`src/rtl/fb_line_fetch.sv`:
```
`default_nettype none
// ============================================================================
//  Module      : fb_line_fetch
//  Description : Framebuffer line fetcher for the display path. On each
//                source line it reads one framebuffer row from a simple
//                dual-port BRAM and streams it into the linebuffer. Each row
//                is repeated over FB_SCALE display lines. Runs entirely in
//                the system clock domain; the display flags must already be
//                synchronised into it.
//
//  Ports       : clk      - system clock
//                rst      - synchronous active-high reset
//                frame    - start-of-frame pulse (returns to IDLE)
//                line     - start-of-line pulse
//                line0    - first content line pulse (restarts the fetch)
//                fb_addr  - BRAM read address
//                fb_re    - read strobe (informational)
//                fb_data  - BRAM read data, RD_LAT cycles after fb_addr
//                lb_we    - linebuffer write enable
//                lb_data  - linebuffer write data
//                row      - row currently or last fetched
//                busy     - high while a row fetch is in progress
//                overrun  - sticky: a line arrived while fetching
//
//  Options     : define FB_LINE_FETCH_OVERRUN_EN to enable the sticky
//                overrun flag; otherwise overrun is tied low. The fetch
//                abort on a mid-fetch line happens either way.
//
//  Revision    : 1.0 - initial release
// ============================================================================
module fb_line_fetch #(
    parameter int FB_WIDTH  = 320,
    parameter int FB_HEIGHT = 180,
    parameter int FB_SCALE  = 2,
    parameter int ADDRW     = $clog2(FB_WIDTH * FB_HEIGHT),
    parameter int DATAW     = 8,
    parameter int RD_LAT    = 1
) (
    input  logic                         clk,
    input  logic                         rst,
    input  logic                         frame,
    input  logic                         line,
    input  logic                         line0,
    output logic [ADDRW-1:0]             fb_addr,
    output logic                         fb_re,
    input  logic [DATAW-1:0]             fb_data,
    output logic                         lb_we,
    output logic [DATAW-1:0]             lb_data,
    output logic [$clog2(FB_HEIGHT)-1:0] row,
    output logic                         busy,
    output logic                         overrun
);

    localparam int ROWW = $clog2(FB_HEIGHT);
    localparam int COLW = $clog2(FB_WIDTH + 1);
    localparam int SCW  = 6;

    localparam logic [1:0] c_S_IDLE  = 2'd0;
    localparam logic [1:0] c_S_FETCH = 2'd1;
    localparam logic [1:0] c_S_HOLD  = 2'd2;
    localparam logic [1:0] c_S_DONE  = 2'd3;

    localparam logic [ADDRW-1:0] c_WIDTH_A  = ADDRW'(FB_WIDTH);
    localparam logic [COLW-1:0]  c_COL_LAST = COLW'(FB_WIDTH);
    localparam logic [ROWW-1:0]  c_ROW_LAST = ROWW'(FB_HEIGHT - 1);
    localparam logic [SCW-1:0]   c_SC_LAST  = SCW'(FB_SCALE - 1);

    logic [1:0]       r_state;
    logic [ADDRW-1:0] r_addr;
    logic [ADDRW-1:0] r_base;
    logic [COLW-1:0]  r_col;     // number of reads issued for the current row
    logic [ROWW-1:0]  r_row;
    logic [SCW-1:0]   r_scale;

    logic             w_line_hit;
    logic             w_wrap;
    logic             w_last_row;
    logic             w_last_read;
    logic [ADDRW-1:0] w_next_base;

    // A line is only meaningful while a row is being fetched or held; in
    // FETCH it abandons the rest of the row and is handled like a HOLD line.
    assign w_line_hit  = line && ((r_state == c_S_FETCH) || (r_state == c_S_HOLD));
    assign w_wrap      = (r_scale == c_SC_LAST);
    assign w_last_row  = (r_row == c_ROW_LAST);
    assign w_last_read = (r_col == c_COL_LAST);
    // Row base advances by one row width per row; no multiplier needed.
    assign w_next_base = r_base + c_WIDTH_A;

    always_ff @(posedge clk) begin
        if (rst) begin
            r_state <= c_S_IDLE;
            r_addr  <= '0;
            r_base  <= '0;
            r_col   <= '0;
            r_row   <= '0;
            r_scale <= '0;
        end else if (line0) begin
            r_state <= c_S_FETCH;
            r_addr  <= '0;
            r_base  <= '0;
            r_col   <= COLW'(1);
            r_row   <= '0;
            r_scale <= '0;
        end else if (frame) begin
            r_state <= c_S_IDLE;
        end else if (w_line_hit) begin
            if (w_wrap) begin
                r_scale <= '0;
                if (w_last_row) begin
                    // Final row already shown; row and base stay put.
                    r_state <= c_S_DONE;
                end else begin
                    r_state <= c_S_FETCH;
                    r_row   <= r_row + ROWW'(1);
                    r_base  <= w_next_base;
                    r_addr  <= w_next_base;
                    r_col   <= COLW'(1);
                end
            end else begin
                r_scale <= r_scale + SCW'(1);
                r_state <= c_S_HOLD;
            end
        end else if (r_state == c_S_FETCH) begin
            if (w_last_read) begin
                r_state <= c_S_HOLD;
            end else begin
                r_addr <= r_addr + ADDRW'(1);
                r_col  <= r_col + COLW'(1);
            end
        end
    end

    assign fb_addr = r_addr;
    assign fb_re   = (r_state == c_S_FETCH);
    assign busy    = (r_state == c_S_FETCH);
    assign row     = r_row;
    assign lb_data = fb_data;

    // Read strobe delayed by the BRAM latency marks valid linebuffer data.
    // In-flight strobes of an abandoned row still drain out here.
    generate
        if (RD_LAT == 1) begin : g_lat_one
            logic r_re_d;
            always_ff @(posedge clk) begin
                if (rst) r_re_d <= 1'b0;
                else     r_re_d <= fb_re;
            end
            assign lb_we = r_re_d;
        end else begin : g_lat_multi
            logic [RD_LAT-1:0] r_re_sr;
            always_ff @(posedge clk) begin
                if (rst) r_re_sr <= '0;
                else     r_re_sr <= {r_re_sr[RD_LAT-2:0], fb_re};
            end
            assign lb_we = r_re_sr[RD_LAT-1];
        end
    endgenerate

`ifdef FB_LINE_FETCH_OVERRUN_EN
    logic r_overrun;
    always_ff @(posedge clk) begin
        if (rst)
            r_overrun <= 1'b0;
        else if (frame)
            r_overrun <= 1'b0;
        else if (!line0 && line && (r_state == c_S_FETCH))
            r_overrun <= 1'b1;
    end
    assign overrun = r_overrun;
`else
    assign overrun = 1'b0;
`endif

endmodule
`default_nettype wire

```
`config.mk`:
```
export PLATFORM = sky130hd
export DESIGN_NAME = fb_line_fetch
export DESIGN_NICKNAME = d
export VERILOG_FILES = /design/src/rtl/fb_line_fetch.sv
export SDC_FILE = /design/constraint.sdc
export NUM_CORES = 1
export LEC_CHECK = 0
export BUFFER_PORTS_ARGS = -buffer_cell sky130_fd_sc_hd__buf_2
export CORE_MARGIN = 2
export CORE_UTILIZATION = 40
export CTS_CLUSTER_DIAMETER = 150
export DETAILED_ROUTE_END_ITERATION = 12
export GPL_TIMING_DRIVEN = 0
export PLACE_DENSITY = 0.7
export SKIP_CTS_REPAIR_TIMING = 1
export SYNTH_ARGS = -nofsm -noshare
export SYNTH_HDL_FRONTEND = slang
export SYNTH_SLANG_ARGS = --single-unit
```
`constraint.sdc`:
```
create_clock -name clk -period 6.2 [get_ports clk]
set_clock_uncertainty 0.05 [all_clocks]
set_input_delay 0.31 -clock clk [delete_from_list [all_inputs] [get_ports clk]]
set_output_delay 0.31 -clock clk [all_outputs]
set_load 0.005 [all_outputs]
```
==> results.py <==
metrics = {
    "status": {
        "outcome": "finished clean",
    },
    "synth": {
        "postSynthCellCount": 353,
        "synthXorXnorAreaFrac_pct": 7.986,
        "ys_warn_count": 0,
        "syn_area_um2": 2851,
        "synth_cell_types": 54,
        "ys_seq_elements": 52,
        "async_reset_ff_share_pct": 0,
        "syn_area_per_cell_um2": 8.078,
        "synthSimpleGateAreaFrac_pct": 25.84,
        "synth_nets": 374,
        "synth_top_family_by_area": "simple AND/OR/NAND/NOR gates",
        "synth-edff-count": 0,
        "ys_seq_area_share_pct": 36.51,
        "synth_top_flop_cell": "dfxtp_1",
        "synth-adder-area-share_pct": 3.510,
        "synth_compound_area_share_pct": 18.43,
        "synth_mux_area_share_pct": 0.7898,
    },
    "critical_path": {
        "reg2reg_from": "r_state[1]$_SDFFE_PP0P_",
        "crit_chain": "inv_1, ha_1, nor3b_1, nand4_1, clkbuf_1, nor3_1, xnor2_1, nor2_1",
        "start_kind": "register",
        "cpPeakStageDelay_ns": 0.53,
        "worstPathRequired_ns": 6.34,
        "critPathArrivalTime_ns": 2.79,
        "crit_type": "register to register",
        "cp-startpoint": "r_state[1]$_SDFFE_PP0P_",
        "crit_path_end_kind": "register",
        "critPathSlowestCell": "nand4_1",
        "crit_path_max_fanout": 10,
    },
    "timing": {
        "worst_pin_slew_ns": 0.7450,
        "slew_violations": 0,
        "relSlewSlack_pct": 49.87,
        "finalCritPeriodShare_pct": 42.70,
        "hold_violations": 0,
        "setup_ws_ns": 3.553,
        "tns_ns": 0,
        "max_freq_mhz": 377.7,
        "fin_hold_ws_ns": 0.1478,
        "setup_viol": 0,
        "period_minus_slack_ns": 2.647,
        "grt_setup_unrepaired": "no",
    },
    "final_layout": {
        "drive_gt1_share_pct": 20.00,
        "nets": 420,
        "mostFrequentLayoutCell": "nor2_1",
        "final_cell_mix": "56 x nor2_1, 52 x dfxtp_1, 41 x buf_2",
        "num-fill-cells": 675,
        "regArea_um2": 1041,
        "area_growth_pct": 15.09,
        "multi_input_area_um2": 1617,
        "fin_cells": 496,
        "n_antenna_cell": 0,
    },
    "clock_network": {
        "cts_tree": "done",
        "clock_path_buffers": 2,
        "cts-root-buf": "clkbuf_8",
        "cts-htree-levels": 2,
        "clkLatencyLatePin_ns": 0.31,
        "path_clk_slew_ns": 0.10,
        "clkSinkCount": 52,
        "cts_buffers": 5,
    },
    "route": {
        "wl_um": 6826,
        "wire_per_inst_um": 13.76,
        "remaining_drc_errors": 0,
        "vias": 2690,
        "viasPerCell": 5.423,
        "drt-initial-drc-count": 161,
        "drtPass1Iterations": 5,
        "ant_nets": 0,
    },
    "floorplanning": {
        "fp.dieH_um": 88.43,
        "die_area_um2": 7820,
        "start_util_pct": 41.74,
        "die_w_um": 88.43,
        "ios": 49,
        "rows": 30,
        "core_area_um2": 6832,
    },
    "power": {
        "ir_drop_mv": 0.1061,
        "p_per_area_nw_per_um2": 191.4,
        "power_leakage_nw": 1.188,
    },
    "flow_run": {
        "drv_cap": 0,
    },
    "global_routing": {
        "grt_usage_pct": 17.81,
        "grt_max_degree": 18,
        "antenna_found_initial": 0,
        "overflow": 0,
        "grt_pass1_wl_um": 11090,
        "grt_pass1_vias": 2414,
    },
    "min_path": {
        "hold_class": "primary input to register",
        "worstHoldStart": "frame",
    },
    "place": {
        "dp.final_hpwl_um": 4971,
        "pre_cts_ws_ns": 3.580,
        "place.port_buffers": 39,
        "place.gp.congestion": 0.8975,
        "placed_cells": 488,
    },
}
## report_power, final
part           switching, mW  total (mW)  internal (mW)
combinational         0.0286      0.0473         0.0186
clock                  0.122       0.244          0.122
sequential           0.00175       0.337          0.336
## cell usage after synthesis, types with 2 or more instances
cell type,count,area [µm²]
nor2_1,56,210.2
dfxtp_1,52,1041
a21oi_1,27,135.1
nand2_1,25,93.84
xnor2_1,18,157.7
nand3_1,16,80.08
nor3_1,16,80.08
o21ai_0,16,80.08
buf_4,10,75.07
clkbuf_1,10,37.54
and3_1,8,50.05
ha_1,8,100.1
inv_1,8,30.03
xor2_1,8,70.07
nand4_1,5,31.28
a211oi_1,4,30.03
nand3b_1,4,30.03
nor4_1,4,25.02
o21ai_2,4,35.03
a31o_2,3,26.28
a32o_1,3,30.03
buf_6,3,33.78
nor4b_1,3,26.28
or2_2,3,18.77
a22o_1,2,17.52
a22oi_1,2,15.01
a311oi_1,2,17.52
a31oi_1,2,12.51
buf_2,2,10.01
mux2_2,2,22.52
nor3b_1,2,15.01
o21ai_1,2,10.01
o31ai_1,2,15.01
## through the flow
step           util [%]  power [mW]  instance area (µm²)
4_1_cts           48.04      0.6325                 3282
3_5_place_dp      46.36      0.3923                 3167
2_1_floorplan         -      0.3768                 2851
3_3_place_gp      46.36      0.3916                 3167
5_1_grt           48.04      0.6496                 3282
6_report          48.04      0.6283                 3282
## final timing paths
check / endpoint / slack, ns / cells after the start
worst max-delay path: r_base[10]$_SDFFE_PP0P_ / 3.55 / 8
worst min-delay path: r_state[1]$_SDFFE_PP0P_ / 0.15 / 2
worst min register to register: r_col[1]$_SDFFE_PP0P_ / 0.44 / 2
worst max register to register: r_base[10]$_SDFFE_PP0P_ / 3.55 / 8
## logic make-up (layout without fill, tap and decap cells)
logic type / after synthesis / in the layout
buffers and inverters: 34 / 81
flip-flops: 52 / 52
adder cells (fa/ha/maj): 8 / 8
multiplexers: 2 / 2
AO/OA/AOI/OAI: 79 / 79
AND/OR/NAND/NOR: 151 / 151
other: 1 / 1
XOR/XNOR: 26 / 26
## final cells by class
cell class,instances,area share [%]
clock inverters,3,1.411
inverters,8,0.9150
well taps,96,3.660
plain buffers,26,4.994
repair buffers,39,5.947
flip-flops and latches,52,31.72
multi-input cells,267,49.26
clock buffers,5,2.097
## sequential cells by signal, summed over array words and instances (netlist names)
name / count
r_col: 9
row: 8
r_scale: 6
fb_addr: 16
r_state: 2
r_base: 10
lb_we: 1
## worst max-delay path, delay by kind of cell, from the launching register on
family / cells / cell delay [ns]
and+or+nand+nor: 4 / 1.30
adders and majority gates: 1 / 0.29
buffers and inverters: 2 / 0.43
xor gates and xnor gates: 1 / 0.15
DFF: 1 / 0.32
## layer usage
metal  vias up  part of all wire, %  global-route usage [%]
met2        90                   47                   30.08
met5         -                    0                       0
li1       1331                    -                       -
met3        16                  5.2                   2.612
met4         0                  1.5                   4.959
met1      1253                   46                   23.78
No activity file was read; power rests on OpenSTA's default activity.
